**src/rtl/mul_div_unit.sv**
```systemverilog
// mul_div_unit
//   Iterative unsigned multiply/divide for the execute stage. One bit-step per
//   clock, W steps per operation, registered result feeding write-back.
//
//   Ports:
//     clk        rising-edge clock
//     rst        synchronous active-high reset
//     start      request an operation (accepted in IDLE or DONE only)
//     op         00 MUL, 01 MULHU, 10 DIVU, 11 REMU
//     operand_a  multiplicand / dividend
//     operand_b  multiplier / divisor
//     busy       operation in progress
//     done       one-cycle pulse, result is new
//     result     registered result, held until next completion or reset
module mul_div_unit #(
  parameter int BUS_WIDTH = 8
) (
  input  logic                 clk,
  input  logic                 rst,
  input  logic                 start,
  input  logic [1:0]           op,
  input  logic [BUS_WIDTH-1:0] operand_a,
  input  logic [BUS_WIDTH-1:0] operand_b,
  output logic                 busy,
  output logic                 done,
  output logic [BUS_WIDTH-1:0] result
);

  localparam int W  = BUS_WIDTH;
  localparam int CW = $clog2(W + 1);

  localparam logic [1:0] S_IDLE = 2'd0;
  localparam logic [1:0] S_BUSY = 2'd1;
  localparam logic [1:0] S_DONE = 2'd2;

  logic [1:0]    state;
  logic [1:0]    op_q;
  logic [CW-1:0] cnt;
  // opnd holds the multiplicand for multiplies and the divisor for divides.
  // acc low half starts as the multiplier (MUL) or dividend (DIV); for divide
  // it shifts out dividend bits at the top while quotient bits enter at bit 0.
  logic [W-1:0]   opnd;
  logic [2*W-1:0] acc;
  logic [W-1:0]   rem;

  logic [2*W-1:0] acc_nxt;
  logic [W-1:0]   rem_nxt;
  logic [W:0]     mul_sum;
  logic [W:0]     div_shift;
  logic [W-1:0]   div_diff;
  logic           div_ge;
  logic           accept;
  logic           last;
  logic [W-1:0]   res_nxt;

  // Shift-add: add multiplicand into the high half when the current
  // multiplier bit (acc[0]) is set, then shift the whole accumulator right,
  // keeping the carry as the new top bit.
  assign mul_sum = {1'b0, acc[2*W-1:W]} + {1'b0, (acc[0] ? opnd : {W{1'b0}})};

  // Restoring division step. The remainder before the shift is always below
  // the divisor (or, for b=0, a prefix of the dividend), so W stored bits
  // suffice; the shifted value needs W+1. The difference fits in W bits
  // whenever it is taken.
  assign div_shift = {rem, acc[W-1]};
  assign div_ge    = (div_shift >= {1'b0, opnd});
  assign div_diff  = div_shift[W-1:0] - opnd;

  always_comb begin
    acc_nxt = acc;
    rem_nxt = rem;
    if (!op_q[1]) begin
      acc_nxt = {mul_sum, acc[W-1:1]};
    end else begin
      acc_nxt = {acc[2*W-1:W], acc[W-2:0], div_ge};
      rem_nxt = div_ge ? div_diff : div_shift[W-1:0];
    end
  end

  always_comb begin
    res_nxt = acc_nxt[W-1:0];
    case (op_q)
      2'b00:   res_nxt = acc_nxt[W-1:0];
      2'b01:   res_nxt = acc_nxt[2*W-1:W];
      2'b10:   res_nxt = acc_nxt[W-1:0];
      default: res_nxt = rem_nxt;
    endcase
  end

  assign accept = start && ((state == S_IDLE) || (state == S_DONE));
  assign last   = (cnt == CW'(W - 1));

  always_ff @(posedge clk) begin
    if (rst) begin
      state  <= S_IDLE;
      op_q   <= 2'b00;
      cnt    <= '0;
      opnd   <= '0;
      acc    <= '0;
      rem    <= '0;
      result <= '0;
    end else begin
      case (state)
        S_BUSY: begin
          acc <= acc_nxt;
          rem <= rem_nxt;
          cnt <= cnt + CW'(1);
          if (last) begin
            state  <= S_DONE;
            result <= res_nxt;
          end
        end
        default: begin
          if (accept) begin
            state <= S_BUSY;
            op_q  <= op;
            cnt   <= '0;
            rem   <= '0;
            opnd  <= op[1] ? operand_b : operand_a;
            acc   <= {{W{1'b0}}, (op[1] ? operand_a : operand_b)};
          end else begin
            state <= S_IDLE;
          end
        end
      endcase
    end
  end

  assign busy = (state == S_BUSY);
  assign done = (state == S_DONE);

endmodule

```
**config.mk**
```make
export PLATFORM = sky130hd
export DESIGN_NAME = mul_div_unit
export DESIGN_NICKNAME = d
export VERILOG_FILES = /design/src/rtl/mul_div_unit.sv
export SDC_FILE = /design/constraint.sdc
export NUM_CORES = 1
export LEC_CHECK = 0
export CORE_ASPECT_RATIO = 2
export CORE_MARGIN = 2
export CORE_UTILIZATION = 55
export DETAILED_ROUTE_END_ITERATION = 10
export GPL_ROUTABILITY_DRIVEN = 0
export HOLD_SLACK_MARGIN = 0.05
export MAX_ROUTING_LAYER = met4
export PLACE_DENSITY_LB_ADDON = 0.2
export SLEW_MARGIN = 40
export SYNTH_ARGS = -nofsm -noshare
export SYNTH_HDL_FRONTEND = slang
export SYNTH_SLANG_ARGS = --single-unit
export TNS_END_PERCENT = 5
```
**constraint.sdc**
```tcl
create_clock -name clk -period 4.8 [get_ports clk]
set_input_delay 0.48 -clock clk [delete_from_list [all_inputs] [get_ports clk]]
set_output_delay 0.48 -clock clk [all_outputs]
set_load 0.005 [all_outputs]
```
==> impl_metrics.yaml, run 1 <==
finish:
  stdcell_area_mm2: 0.00351
  area_growth_pct: 13.5
  layout-drive-gt1-share_pct: 9.44
  antenna_cells: 0
  finalNetCount: 431
  fillers: 482
job:
  max_cap_violations: 0
timing:
  finalHoldViolations: 0
  period_share_pct: 50.7
  fin_hold_ws_ns: 0.476
  min_period_ns: 2.43
  max_freq_ghz: 0.411
  worst_pin_slew_ns: 0.719
  finClkSkew_ns: 0.00782
  rsz0062_at_grt: "false"
  tns_ns: 0
  setup_violations: 0
  slew_headroom_pct: 51.9
  slew_viol_final: 0
synth:
  ys_async_sr_fraction_pct: 0
  synth_nets: 413
  synth_ff_type: "dfxtp_1"
  synth_cells: 373
  synth_area_mm2: 0.00309
  synth_top_cell_area_share_pct: 31.1
  ys.warnings.count: 0
  synth_cell_types: 62
  synth_seq_area_share_pct: 31.1
  synth_top_cells_by_area: "dfxtp_1 31%, ha_1 6.9%, nor2_1 6.1%"
  ys_seq_elements: 48
  synth_top_cell_by_area: "dfxtp_1"
  synth_edf_count: 0
  syn_avg_cell_area_um2: 8.29
pwr:
  irDropWorstVdd_mv: 0.348
  leakage_nw: 1.36
  power_density_mw_per_mm2: 274
detailed_routing:
  drtPass1Iterations: 5
  totalWireLength_um: 8990
  drt_first_iter_violations: 177
  postRouteAntennaNets: 0
  vias: 3002
  post-route-drc-count: 0
  wl_per_cell_um: 19.9
  avgViaCountPerCell: 6.64
grt:
  grt_pass1_vias: 3007
  grt_usage_pct: 31.7
  antenna_found_initial: 0
  grt_pass1_wl_um: 14600
  grt_max_degree: 35
  grt-ovfl-total: 0
clock_tree:
  numCtsBuffers: 5
  ctsHoldBuffers: 0
  clock-sinks: 48
  post-cts-setup-buffers: 0
  cts_root_buf: "clkbuf_8"
  htreeDepth: 2
  clock_path_buffers: 2
  cts-resized-gates: 0
  cts_tree: "done"
  clk_pin_slew_ns: 0.09
  insertion_delay_ns: 0.32
floorplan:
  start_util_pct: 57.0
  io_pins: 31
  core_mm2: 0.00542
  die_y_um: 110
  die_w_um: 57.0
  die_area_mm2: 0.00627
  rows: 38
run_status:
  status: "finished, final reports clean"
placement:
  place_area_mm2: 0.00340
  dp.final_hpwl_um: 6840
  portBuffers: 30
setup_path:
  cp-end-kind: "flop"
  arrival_ns: 2.66
  crit_type: "flop to flop"
  worstPathRequired_ns: 5.03
  critPathMaxFanout: 10
  worstSetupStartpointType: "flop"
hold_path:
  hold_path_class: "flop to flop"
-- worst paths after layout --
kind	slack (ns)	endpoint	start	cells after the start
min reg2reg	0.48	rem[7]$_SDFFE_PP0P_	rem[7]$_SDFFE_PP0P_	2
max reg2reg	2.37	result[5]$_SDFFE_PP0P_	acc[0]$_SDFFE_PP0P_	9
max	2.37	result[5]$_SDFFE_PP0P_	acc[0]$_SDFFE_PP0P_	9
min	0.48	rem[7]$_SDFFE_PP0P_	rem[7]$_SDFFE_PP0P_	2
-- stage by stage --
step           setup WS, ns  util [%]  cells  power, mW
6_report               2.37      64.8    452      0.963
5_1_grt                2.19      64.8    452       1.00
4_1_cts                2.40      64.8    452      0.959
3_5_place_dp           2.40      62.7    444      0.665
3_3_place_gp           2.41      62.7    444      0.663
2_1_floorplan          2.65         -    373      0.598
-- synth_stat cells, drive strengths merged, types with 3 or more instances --
cell type and count:
nand2 22, xnor2 4, nor2 50, dfxtp 48, and3 4, buf 6, o21ai 19, mux2i 18
nand2b 4, a221oi 5, xor2 4, a31oi 7, ha 17, o211ai 4, clkbuf 15, nand3 18
a21o 5, o21a 6, mux2 5, nor3 6, nor2b 5, inv 13, a311oi 4, a21oi 25
or3 3, o22ai 6, and2 9, a211oi 17
-- registers in the layout (all words and copies together) (netlist names) --
| name | cells |
|---|---|
| result | 8 |
| rem | 8 |
| cnt | 4 |
| op_q | 2 |
| state | 2 |
| acc | 16 |
| opnd | 8 |
-- worst max-delay path: stages (launching register included) --
cell and delay, ns:
dfxtp_1 0.39, and2_1 0.20, ha_1 0.22, fa_1 0.43, a211oi_1 0.26, o21bai_1 0.12
a21oi_1 0.18, xnor2_1 0.19, a211oi_1 0.11, a211oi_1 0.24
-- area by class of cell --
| cell class | instances | area (um^2) | area share, % |
|---|---|---|---|
| Clock inverter | 3 | 42.5 | 1.21 |
| Clock buffer | 5 | 68.8 | 1.96 |
| Tap cell | 60 | 75.1 | 2.14 |
| Multi-Input combinational cell | 291 | 2000 | 57.0 |
| Sequential cell | 48 | 962 | 27.4 |
| Inverter | 13 | 48.8 | 1.39 |
| Timing Repair Buffer | 32 | 310 | 8.84 |
-- cells by family (layout without fill, tap and decap cells) --
logic type / Yosys count / after routing / synth area share (%)
muxes: 23 / 23 / 7.65
buffers and inverters: 34 / 53 / 4.33
and+or+nand+nor: 128 / 128 / 20.7
xor gates and xnor gates: 8 / 8 / 2.27
adders and majority gates: 19 / 19 / 8.17
AOI/OAI and AO/OA: 113 / 113 / 25.8
DFF: 48 / 48 / 31.1
-- layer usage --
layer	GRT usage (%)	share of wire (%)
met5	-	0
met4	24.4	7.0
met3	5.13	5.5
met2	54.6	52
met1	31.2	35
-- layout by cell type, fill, tap and decap left out, types with 5 or more instances in the layout --
cell,n
o22ai_1,6
clkdlybuf4s50_1,29
mux2_2,5
and2_1,9
o21a_1,6
inv_1,12
nand3_1,16
dfxtp_1,47
nor2_1,49
ha_1,17
nor3_1,5
a31oi_1,6
a211oi_1,15
a21oi_1,24
nand2_1,21
mux2i_1,18
o21ai_0,17
a221oi_1,5
clkbuf_8,5
-- where the power goes --
part	switching [mW]	internal [mW]	leakage, nW	total (mW)
registers	0.0210	0.414	0.391	0.435
clock network	0.148	0.154	0.0541	0.302
logic	0.135	0.0913	0.916	0.226
total	0.304	0.659	1.36	0.963
No activity file was read; power rests on OpenSTA's default activity.
==> run 2, diff against run 1 <==
--- a/config.mk
+++ b/config.mk
@@ -7,7 +7,7 @@
 export LEC_CHECK = 0
 export CORE_ASPECT_RATIO = 2
 export CORE_MARGIN = 2
-export CORE_UTILIZATION = 55
+export CORE_UTILIZATION = 52
 export DETAILED_ROUTE_END_ITERATION = 10
 export GPL_ROUTABILITY_DRIVEN = 0
 export HOLD_SLACK_MARGIN = 0.05
==> constraint.sdc (replaced) <==
create_clock -name clk -period 2.1 [get_ports clk]
set_input_delay 0.21 -clock clk [delete_from_list [all_inputs] [get_ports clk]]
set_output_delay 0.21 -clock clk [all_outputs]
set_load 0.005 [all_outputs]
==> impl_metrics.yaml, run 2 (synthesis gave the netlist of run 1 again) <==
pwr:
  leakage_nw: 1.68
  power_mw: 2.64
  power_density_mw_per_mm2: 634
  irDropWorstVdd_mv: 0.673
clock_tree:
  ctsHoldBuffers: 0
  clock_path_buffers: 2
  insertion_delay_ns: 0.30
  clk_pin_slew_ns: 0.07
  cts_root_buf: "clkbuf_16"
  htreeDepth: 2
  clock-sinks: 48
  cts_tree: "done"
  numCtsBuffers: 5
floorplan:
  io_pins: 31
  die_y_um: 113
  rows: 39
  die_w_um: 58.5
  core_mm2: 0.00571
  start_util_pct: 54.2
  die_area_mm2: 0.00662
finish:
  final_core_util_pct: 73.0
  fillers: 437
  stdcell_area_mm2: 0.00417
  finalNetCount: 480
  seqCellArea_um2: 970
  largest_reg_flops: 16
  most-common-layout-cells: "50 x nor2_1, 50 x buf_4, 41 x dfxtp_1"
  stdcell_count: 502
  multi_input_area_mm2: 0.00220
  regMostFlops: "acc"
  antenna_cells: 0
  layout-drive-gt1-share_pct: 27.0
  area_growth_pct: 34.7
run_status:
  status: "finished, violations left"
  violations: "setup timing"
timing:
  slew_viol_final: 0
  setup_violations: 8
  max_freq_ghz: 0.459
  fin_ws_ns: -0.0795
  finalHoldViolations: 0
  fin_hold_ws_ns: 0.464
  min_period_ns: 2.18
  tns_ns: -0.237
  rsz0062_at_grt: "true"
  worst_pin_slew_ns: 0.738
  period_share_pct: 104
  slew_headroom_pct: 50.6
  finClkSkew_ns: 0.00725
detailed_routing:
  drtPass1Iterations: 4
  drt_first_iter_violations: 165
  post-route-drc-count: 0
  totalWireLength_um: 10300
  postRouteAntennaNets: 0
  wl_per_cell_um: 20.6
  avgViaCountPerCell: 6.41
  vias: 3219
job:
  max_cap_violations: 0
placement:
  place_area_mm2: 0.00376
  portBuffers: 30
  dp.final_hpwl_um: 7650
  placed_cells: 490
  dp_slack_ns: -0.224
hold_path:
  hold_path_class: "primary input to flop"
grt:
  grt_max_degree: 32
  grt_pass1_vias: 3367
  grt_usage_pct: 34.4
  grt_pass1_wl_um: 16600
  antenna_found_initial: 0
  grt-ovfl-total: 0
setup_path:
  crit_type: "flop to flop"
  critPathMaxFanout: 5
  worstPathRequired_ns: 2.25
  worstSetupStartpointType: "flop"
  arrival_ns: 2.33
  cp-end-kind: "flop"
## run 2: cell types whose count changed in the layout (fill, tap and decap cells not counted), moves of 3 or more
cell / delta
dfxtp_2: +6
clkbuf_16: +5
buf_4: +48
o21ai_0: -9
ha_1: -7
ha_4: +4
ha_2: +3
dfxtp_1: -6
o21ai_1: +8
a211oi_1: -3
clkbuf_8: -5
## run 2: power by group
| part | leakage [nW] | internal [mW] | switching (mW) |
|---|---|---|---|
| sequential | 0.393 | 0.948 | 0.0371 |
| clock | 0.0840 | 0.566 | 0.369 |
| combinational | 1.20 | 0.327 | 0.394 |
## run 2: per-layer routing
metal  part of all wire, %  global-route usage (%)
met5                     0                       -
met4                   9.8                    25.9
met3                   4.4                    4.46
met2                    52                    58.2
met1                    33                    34.2
## run 2: timing repair
action                     in CTS  in global routing
buffers inserted                4                  0
setup endpoints to repair      17                 20
gates resized for setup        32                 21
pin swaps                      17                 10
## run 2: cell type report
| class | instances | share of cell area (%) |
|---|---|---|
| tap | 61 | 1.83 |
| timing repair buffer | 81 | 16.7 |
| clock inverter | 3 | 1.14 |
| clock buffer | 5 | 3.00 |
| multi-input combinational | 291 | 52.9 |
| inverter | 13 | 1.17 |
| sequential | 48 | 23.3 |
## run 2: critical path: stages, from the launching register on
cell and delay, ns:
dfxtp_2 0.33, inv_1 0.07, ha_4 0.26, a21o_2 0.22, a21oi_4 0.20, a21oi_1 0.14, o21a_1 0.21, o311ai_1 0.44
a211oi_1 0.15
## run 2: final timing paths
kind | start | endpoint | slack (ns) | cells past startpoint
setup reg to reg | opnd[3]$_SDFFE_PP0P_ | result[7]$_SDFFE_PP0P_ | -0.08 | 8
hold reg to reg | acc[14]$_SDFFE_PP0P_ | acc[14]$_SDFFE_PP0P_ | 0.48 | 2
hold / removal | op[0] | op_q[0]$_SDFFE_PP0P_ | 0.46 | 3
setup / recovery | opnd[3]$_SDFFE_PP0P_ | result[7]$_SDFFE_PP0P_ | -0.08 | 8
